`src/rtl/spi_slave_pkg.sv`:
```
// Shared definitions for the parametrised SPI slave.
//   state_e     : FSM states of spi_slave_param
//   cmd_t       : 2-bit command field carried in the top bits of every frame
//   frame_w()   : frame length (command + payload) for a given payload width
package spi_slave_pkg;

    typedef enum logic [2:0] {
        StIdle,
        StRx,
        StWaitTx,
        StSend,
        StDone
    } state_e;

    typedef logic [1:0] cmd_t;

    localparam cmd_t CMD_WR_ADDR = 2'b00;
    localparam cmd_t CMD_WR_DATA = 2'b01;
    localparam cmd_t CMD_RD_ADDR = 2'b10;
    localparam cmd_t CMD_RD_DATA = 2'b11;

    function automatic int unsigned frame_w(input int unsigned data_w);
        return data_w + 2;
    endfunction

endpackage

```
`src/rtl/spi_slave_param_if.sv`:
```
// Bus bundle between an SPI master / RAM side and spi_slave_param.
//   SS_n, MOSI           : serial link from the master
//   MISO                 : serial read data back to the master
//   rx_data, rx_valid    : received frame {cmd, payload} towards the RAM
//   tx_data, tx_valid    : read data from the RAM
//   frame_err, busy      : status
// Modport slave is the DUT view, master is the driving side.
interface spi_slave_param_if #(
    parameter int unsigned DATA_W = 8
) ();

    logic              SS_n;
    logic              MOSI;
    logic              MISO;
    logic [DATA_W+1:0] rx_data;
    logic              rx_valid;
    logic [DATA_W-1:0] tx_data;
    logic              tx_valid;
    logic              frame_err;
    logic              busy;

    modport slave (
        input  SS_n, MOSI, tx_data, tx_valid,
        output MISO, rx_data, rx_valid, frame_err, busy
    );

    modport master (
        output SS_n, MOSI, tx_data, tx_valid,
        input  MISO, rx_data, rx_valid, frame_err, busy
    );

endinterface

```
`src/rtl/spi_tx_shifter.sv`:
```
// MISO serialiser for read-data frames.
//   clk, rst : system clock, asynchronous active-high reset
//   load     : capture data and drive its first bit on MISO at the same edge
//   shift    : drive the next bit
//   clear    : force MISO low (idle / end of word / abort)
//   data     : word to serialise
//   miso     : registered serial output
// Bit order follows LSB_FIRST. Priority: clear, load, shift.
module spi_tx_shifter #(
    parameter int unsigned DATA_W    = 8,
    parameter bit          LSB_FIRST = 1'b0
) (
    input  logic              clk,
    input  logic              rst,
    input  logic              load,
    input  logic              shift,
    input  logic              clear,
    input  logic [DATA_W-1:0] data,
    output logic              miso
);

    // sh_q holds the bits not yet presented, next bit at the outgoing end.
    logic [DATA_W-1:0] sh_q;
    logic              miso_q;

    always_ff @(posedge clk or posedge rst) begin
        if (rst) begin
            sh_q   <= '0;
            miso_q <= 1'b0;
        end else if (clear) begin
            sh_q   <= '0;
            miso_q <= 1'b0;
        end else if (load) begin
            if (LSB_FIRST) begin
                miso_q <= data[0];
                sh_q   <= data >> 1;
            end else begin
                miso_q <= data[DATA_W-1];
                sh_q   <= data << 1;
            end
        end else if (shift) begin
            if (LSB_FIRST) begin
                miso_q <= sh_q[0];
                sh_q   <= sh_q >> 1;
            end else begin
                miso_q <= sh_q[DATA_W-1];
                sh_q   <= sh_q << 1;
            end
        end
    end

    assign miso = miso_q;

endmodule

```
`src/rtl/spi_slave_param.sv`:
```
// Parametrised SPI slave. SPI bit clock is the system clock; everything samples on posedge.
//   clk, rst : system clock, asynchronous active-high reset
//   bus      : spi_slave_param_if slave modport
//              SS_n/MOSI in, MISO out (registered), rx_data/rx_valid to RAM,
//              tx_data/tx_valid from RAM, frame_err pulse, busy (state != idle)
// A frame is DATA_W+2 bits {cmd, payload}. Read-data frames (cmd 11) are only
// served after a read-address frame; the reply word is then shifted out on MISO.
module spi_slave_param
    import spi_slave_pkg::*;
#(
    parameter int unsigned DATA_W    = 8,
    parameter bit          LSB_FIRST = 1'b0,
    parameter int unsigned TIMEOUT   = 16
) (
    input  logic                clk,
    input  logic                rst,
    spi_slave_param_if.slave    bus
);

    localparam int unsigned FRAME_W = frame_w(DATA_W);
    localparam int unsigned CNT_W   = $clog2(FRAME_W + 1);
    localparam int unsigned WAIT_W  = $clog2(TIMEOUT + 1);

    localparam logic [CNT_W-1:0]  LAST_RX_BIT = CNT_W'(FRAME_W - 1);
    localparam logic [CNT_W-1:0]  LAST_TX_BIT = CNT_W'(DATA_W);
    localparam logic [WAIT_W-1:0] WAIT_LAST   = WAIT_W'(TIMEOUT - 1);
    localparam logic [WAIT_W-1:0] WAIT_FULL   = WAIT_W'(TIMEOUT);

    state_e               state_q, state_d;
    logic [CNT_W-1:0]     bit_cnt_q, bit_cnt_d;
    logic [WAIT_W-1:0]    wait_cnt_q, wait_cnt_d;
    logic [FRAME_W-1:0]   rx_shift_q, rx_shift_d;
    logic [FRAME_W-1:0]   rx_data_q, rx_data_d;
    logic                 rx_valid_q, rx_valid_d;
    logic                 frame_err_q, frame_err_d;
    logic                 rd_addr_ok_q, rd_addr_ok_d;

    logic                 tx_load, tx_shift, tx_clear;
    logic                 miso;
    logic [FRAME_W-1:0]   rx_shift_in;
    cmd_t                 frame_cmd;

    // Shift register with this edge's MOSI bit included; after the last bit it
    // holds the frame in natural order regardless of bit order on the wire.
    always_comb begin
        if (LSB_FIRST) begin
            rx_shift_in = {bus.MOSI, rx_shift_q[FRAME_W-1:1]};
        end else begin
            rx_shift_in = {rx_shift_q[FRAME_W-2:0], bus.MOSI};
        end
    end

    assign frame_cmd = cmd_t'(rx_shift_in[FRAME_W-1 -: 2]);

    always_ff @(posedge clk or posedge rst) begin
        if (rst) begin
            state_q      <= StIdle;
            bit_cnt_q    <= '0;
            wait_cnt_q   <= '0;
            rx_shift_q   <= '0;
            rx_data_q    <= '0;
            rx_valid_q   <= 1'b0;
            frame_err_q  <= 1'b0;
            rd_addr_ok_q <= 1'b0;
        end else begin
            state_q      <= state_d;
            bit_cnt_q    <= bit_cnt_d;
            wait_cnt_q   <= wait_cnt_d;
            rx_shift_q   <= rx_shift_d;
            rx_data_q    <= rx_data_d;
            rx_valid_q   <= rx_valid_d;
            frame_err_q  <= frame_err_d;
            rd_addr_ok_q <= rd_addr_ok_d;
        end
    end

    always_comb begin
        state_d      = state_q;
        bit_cnt_d    = bit_cnt_q;
        wait_cnt_d   = wait_cnt_q;
        rx_shift_d   = rx_shift_q;
        rx_data_d    = rx_data_q;
        rx_valid_d   = 1'b0;
        frame_err_d  = 1'b0;
        rd_addr_ok_d = rd_addr_ok_q;
        tx_load      = 1'b0;
        tx_shift     = 1'b0;

        unique case (state_q)
            StIdle: begin
                if (!bus.SS_n) begin
                    rx_shift_d = rx_shift_in;
                    bit_cnt_d  = CNT_W'(1);
                    state_d    = StRx;
                end
            end

            StRx: begin
                if (bus.SS_n) begin
                    frame_err_d = 1'b1;
                    state_d     = StIdle;
                end else begin
                    rx_shift_d = rx_shift_in;
                    if (bit_cnt_q == LAST_RX_BIT) begin
                        bit_cnt_d = bit_cnt_q + CNT_W'(1);
                        if (frame_cmd == CMD_RD_DATA) begin
                            if (rd_addr_ok_q) begin
                                rx_data_d  = rx_shift_in;
                                rx_valid_d = 1'b1;
                                wait_cnt_d = '0;
                                state_d    = StWaitTx;
                            end else begin
                                // Read without a prior address: reject, keep old rx_data.
                                frame_err_d = 1'b1;
                                state_d     = StDone;
                            end
                        end else begin
                            rx_data_d  = rx_shift_in;
                            rx_valid_d = 1'b1;
                            state_d    = StDone;
                            if (frame_cmd == CMD_RD_ADDR) begin
                                rd_addr_ok_d = 1'b1;
                            end
                        end
                    end else begin
                        bit_cnt_d = bit_cnt_q + CNT_W'(1);
                    end
                end
            end

            StWaitTx: begin
                if (bus.SS_n) begin
                    frame_err_d = 1'b1;
                    state_d     = StIdle;
                end else if (bus.tx_valid) begin
                    tx_load   = 1'b1;
                    bit_cnt_d = CNT_W'(1);
                    state_d   = StSend;
                end else if (wait_cnt_q == WAIT_LAST) begin
                    wait_cnt_d  = WAIT_FULL;
                    frame_err_d = 1'b1;
                    state_d     = StDone;
                end else begin
                    wait_cnt_d = wait_cnt_q + WAIT_W'(1);
                end
            end

            StSend: begin
                if (bus.SS_n) begin
                    frame_err_d = 1'b1;
                    state_d     = StIdle;
                end else if (bit_cnt_q == LAST_TX_BIT) begin
                    // Last bit has had its full cycle on MISO; the read is consumed.
                    rd_addr_ok_d = 1'b0;
                    state_d      = StDone;
                end else begin
                    tx_shift  = 1'b1;
                    bit_cnt_d = bit_cnt_q + CNT_W'(1);
                end
            end

            StDone: begin
                if (bus.SS_n) begin
                    state_d = StIdle;
                end
            end

            default: begin
                state_d = StIdle;
            end
        endcase
    end

    // MISO is only ever non-zero while a word is being loaded or shifted.
    assign tx_clear = !(tx_load || tx_shift);

    spi_tx_shifter #(
        .DATA_W    (DATA_W),
        .LSB_FIRST (LSB_FIRST)
    ) u_tx_shifter (
        .clk   (clk),
        .rst   (rst),
        .load  (tx_load),
        .shift (tx_shift),
        .clear (tx_clear),
        .data  (bus.tx_data),
        .miso  (miso)
    );

    assign bus.MISO      = miso;
    assign bus.rx_data   = rx_data_q;
    assign bus.rx_valid  = rx_valid_q;
    assign bus.frame_err = frame_err_q;
    assign bus.busy      = (state_q != StIdle);

endmodule

```
`src/flat_wrapper.sv`:
```
// flat-port wrapper written by rule: the top's interface ports become plain ports
module spi_slave_param_flat import spi_slave_pkg::*;
#(
    parameter int unsigned DATA_W    = 8,
    parameter bit          LSB_FIRST = 1'b0,
    parameter int unsigned TIMEOUT   = 16
)
  (clk, rst, bus_SS_n, bus_MOSI, bus_tx_data, bus_tx_valid, bus_MISO, bus_rx_data, bus_rx_valid, bus_frame_err, bus_busy);
  spi_slave_param_if #(.DATA_W(DATA_W)) bus_i ();
  input  logic clk;
  input  logic rst;
  input wire logic [$bits(bus_i.SS_n)-1:0] bus_SS_n;
  input wire logic [$bits(bus_i.MOSI)-1:0] bus_MOSI;
  input wire logic [$bits(bus_i.tx_data)-1:0] bus_tx_data;
  input wire logic [$bits(bus_i.tx_valid)-1:0] bus_tx_valid;
  output wire logic [$bits(bus_i.MISO)-1:0] bus_MISO;
  output wire logic [$bits(bus_i.rx_data)-1:0] bus_rx_data;
  output wire logic [$bits(bus_i.rx_valid)-1:0] bus_rx_valid;
  output wire logic [$bits(bus_i.frame_err)-1:0] bus_frame_err;
  output wire logic [$bits(bus_i.busy)-1:0] bus_busy;
  assign bus_i.SS_n = bus_SS_n;
  assign bus_i.MOSI = bus_MOSI;
  assign bus_i.tx_data = bus_tx_data;
  assign bus_i.tx_valid = bus_tx_valid;
  assign bus_MISO = bus_i.MISO;
  assign bus_rx_data = bus_i.rx_data;
  assign bus_rx_valid = bus_i.rx_valid;
  assign bus_frame_err = bus_i.frame_err;
  assign bus_busy = bus_i.busy;
  spi_slave_param #(.DATA_W(DATA_W), .LSB_FIRST(LSB_FIRST), .TIMEOUT(TIMEOUT)) u_core (.clk(clk), .rst(rst), .bus(bus_i));
endmodule
```
`config.mk`:
```
export PLATFORM = sky130hd
export DESIGN_NAME = spi_slave_param_flat
export DESIGN_NICKNAME = d
export VERILOG_FILES = /design/src/rtl/spi_slave_pkg.sv /design/src/rtl/spi_slave_param_if.sv /design/src/rtl/spi_tx_shifter.sv /design/src/rtl/spi_slave_param.sv /design/src/flat_wrapper.sv
export SDC_FILE = /design/constraint.sdc
export NUM_CORES = 1
export LEC_CHECK = 0
export CAP_MARGIN = 20
export CORE_UTILIZATION = 40
export CTS_CLUSTER_DIAMETER = 40
export DETAILED_ROUTE_END_ITERATION = 12
export HOLD_SLACK_MARGIN = 0.06
export MAX_ROUTING_LAYER = met4
export PLACE_DENSITY_LB_ADDON = 0.15
export SLEW_MARGIN = 10
export SYNTH_ARGS = -nofsm -noshare
export SYNTH_HDL_FRONTEND = slang
export SYNTH_SLANG_ARGS = --single-unit
export TNS_END_PERCENT = 1
```
`constraint.sdc`:
```
create_clock -name clk -period 2.15 [get_ports clk]
set_input_delay 0.215 -clock clk [delete_from_list [all_inputs] [get_ports clk]]
set_output_delay 0.215 -clock clk [all_outputs]
set_load 0.01 [all_outputs]
```
==> summary.txt <==
status: finished with violations
failing checks: negative setup slack
number of I/O port buffers: 26
diode insertion count for antenna repair: 0
number of primary I/O pins: 27
crit path launch type: flop
global router's overall resource usage: 18.0%
Max Fanout on Critical Path: 3
post-route fraction of the period consumed by the critical path: 102%
cells along the critical path: ha_2 > and3_4 > ha_4 > or4b_4 > nor4_4 > a41oi_2 > a31oi_1
Routed WL per cell: 14.4 µm
highest attainable clock frequency: 457 MHz
post-route cell area: 2540 µm²
maximum number of pins on one net before global-route repair: 43
total power draw: 2.71 mW
number of cells in the finished layout apart from fillers: 272
Post-Synth XOR/XNOR Area: 0%
gate count of the mapped netlist: 167
Tightest Pin Transition: 0.564 ns
Die Span X: 73.0 µm
Worst EP arrival: 2.39 ns
worst-case clock buffer depth: 2
cell area after technology mapping: 2020 µm²
setup slack of the critical path after layout: -0.0360 ns
number of max-cap violations: 0
Fin Clk Skew: 0.00796 ns
yosys synthesis warning count: 0
per-instance average area after synthesis: 12.1 µm²
class of the most critical setup path: reg2reg
vertical extent of the die: 73.0 µm
count of cell types in the netlist: 49
proportion of synthesized chip area in sequential cells: 52.1%
Filler Cell Count: 403
GRT Residual Overflow: 0
number of antenna violations at the first check in global routing: 0
half-perimeter wire length after detailed placement: 2.78 mm
largest family of logic cells by synthesized area: compound AO/OA/AOI/OAI gates
sort of element at the end of the critical path: flop
flip-flop and latch count after synthesis: 42
power density normalized to cell area: 1070 nW/µm²
register-to-register path setup slack: -0.04 ns
count of flip-flops with a built-in enable after synthesis: 0
Inserted Clock Buffers: 5
hold buffer count at cts: 0
Max-slew headroom: 62.4%
Pre-antenna DRT Iters: 4
leakage power of the design: 1.12 nW
DRC violation total after the first TritonRoute iteration: 88
row count: 25
final period demand of the worst path: 2.19 ns
post-synthesis share of cell area spent on full adders, half adders and majority gates: 3.10%
Hold Fails Final Rpt: 0
ANT nets after route: 0
Post-synth ARST share: 100%
global placer's final weighted congestion: 0.795
routed wire length: 3.91 mm
Core Util, Final: 53.0%
Area Growth Syn to Fin: 25.8%
most instantiated library cell after synthesis: sky130_fd_sc_hd__dfrtp_1
Synth Area in Simple Gates: 13.6%
post-detailed-route DRC marker count: 0
starting density of the core: 42.2%
number of buffer and inverter stages on the critical path: 0
Worst path top cell family by delay: simple AND/OR/NAND/NOR gates
Total Die Area: 5330 µm²
Worst Hold Margin: 0.350 ns
library cell contributing the largest single delay on the critical path: sky130_fd_sc_hd__or4b_4
most used flip-flop cell after synthesis: sky130_fd_sc_hd__dfrtp_1
path category of the worst min-delay check: in2async
max-slew violation count: 0
CP peak stage delay: 0.50 ns
global-route wire length before repair: 6.97 mm
Area contributors post-synth: sky130_fd_sc_hd__dfrtp_1 (52%), sky130_fd_sc_hd__mux2_1 (5.6%), sky130_fd_sc_hd__mux2_2 (4.5%)
post-synthesis compound-gate area fraction: 15.1%
via-per-instance ratio: 5.11
root buffer cell: sky130_fd_sc_hd__clkbuf_8
worst-case vdd ir drop: 0.767 mV
RSZ-0062 raised after global routing: yes
clk_lat worst skew: 0.29 ns
number of global-route vias before repair: 1419
share of the synthesized area in the top cell type: 52.1%
standard cell core area: 4790 µm²
clock slew at reported path FFs: 0.08 ns
multiplexer area fraction after synthesis: 11.8%
critical path required time: 2.36 ns
most numerous cell types in the synthesized netlist: sky130_fd_sc_hd__dfrtp_1 (42), sky130_fd_sc_hd__mux2_1 (10), sky130_fd_sc_hd__nand2_1 (10), sky130_fd_sc_hd__inv_1 (9)
number of H-tree levels: 2
Post-Synthesis Net Count: 185
routed via count: 1391
clock tree from TritonCTS: built
Final #Nets: 222
number of sinks handled by clock tree synthesis: 42
placed instance count: 261
Setup Viol. Count Final: 1
placement-stage cell area: 2380 µm²
share of final-layout standard cells stronger than drive strength 1: 22.4%
post-synth top area cell: sky130_fd_sc_hd__dfrtp_1
## per-stage QoR
step,setup slack (ns),setup TNS (ns)
floorplan,0.0101,0
finish,-0.0360,-0.0360
detailed placement,-0.0213,-0.0394
global route,-0.106,-0.145
CTS,-0.0360,-0.0659
global placement,0.0186,0
## path summary, 6_finish.rpt
check                                            start                          end  depth (start not counted)
max in group asynchronous                          rst            u_core.state_q[1]                          3
min in group clk           u_core.u_tx_shifter.sh_q[2]  u_core.u_tx_shifter.sh_q[3]                          1
max reg2reg                       u_core.wait_cnt_q[1]         u_core.wait_cnt_q[3]                          7
min reg2reg                u_core.u_tx_shifter.sh_q[2]  u_core.u_tx_shifter.sh_q[3]                          1
max                               u_core.wait_cnt_q[1]         u_core.wait_cnt_q[3]                          7
min                                                rst  u_core.u_tx_shifter.sh_q[1]                          3
## report_power, final
part / switching (mW) / internal (mW) / leakage, nW / total (mW)
Sequential: 0.207 / 1.01 / 0.544 / 1.22
Clock: 0.263 / 0.258 / 0.0472 / 0.521
Combinational: 0.435 / 0.530 / 0.528 / 0.965
Total: 0.906 / 1.80 / 1.12 / 2.71
## cell type report
cell class	count	area, µm²	area share (%)
well taps	67	83.8	3.30
repair buffers	38	350	13.8
clock inverters	2	12.5	0.493
multi-input cells	107	918	36.2
inverters	10	38.8	1.53
clock buffers	6	82.6	3.25
flip-flops and latches	42	1050	41.4
## repair_timing
action                     in CTS  in global routing
gates cloned                    0                  0
buffers inserted                0                  3
hold endpoints to repair        0                  0
setup endpoints to repair       3                  4
pin swaps                       1                  7
resized for setup               1                  6
## sequential cells by signal, indices dropped and copies added (netlist names)
name / count
u_core.u_tx_shifter.sh_q: 7
u_core.bus.rx_valid: 1
u_core.rx_shift_q: 9
u_core.state_q: 3
u_core.wait_cnt_q: 5
u_core.u_tx_shifter.miso: 1
u_core.bit_cnt_q: 4
u_core.bus.frame_err: 1
u_core.rd_addr_ok_q: 1
u_core.bus.rx_data: 10
## cells by family (layout without fill, tap and decap cells)
kind of cell	after synthesis	count (layout)
adder cells (fa/ha/maj)	5	5
AND/OR/NAND/NOR	42	42
flip-flops	42	42
AO/OA/AOI/OAI	39	39
multiplexers	21	21
buffers and inverters	18	56
## placed cells by master (no fill, tap or decap), drive strengths merged, types with 4 or more instances in the layout
master,instances
a22o,8
nor3,4
ha,5
a21oi,7
mux2,19
and3,4
nor2,5
inv,9
dfrtp,42
nand2,10
o21ai,7
buf,12
clkdlybuf4s50,26
clkbuf,6
## routing by layer
layer  global-route usage [%]  share of wire, %  wire length, µm
met1                     22.2                46             1800
met2                     28.1                49             1920
met3                     4.14               3.2              124
met4                     7.84               1.7               65
met5                        -                 0                0
## tightest hold or removal path: stages
cell and delay, ns:
sky130_fd_sc_hd__clkdlybuf4s50_1 0.40, sky130_fd_sc_hd__inv_1 0.05, sky130_fd_sc_hd__buf_4 0.43
Power figures use the tool's default switching activity.
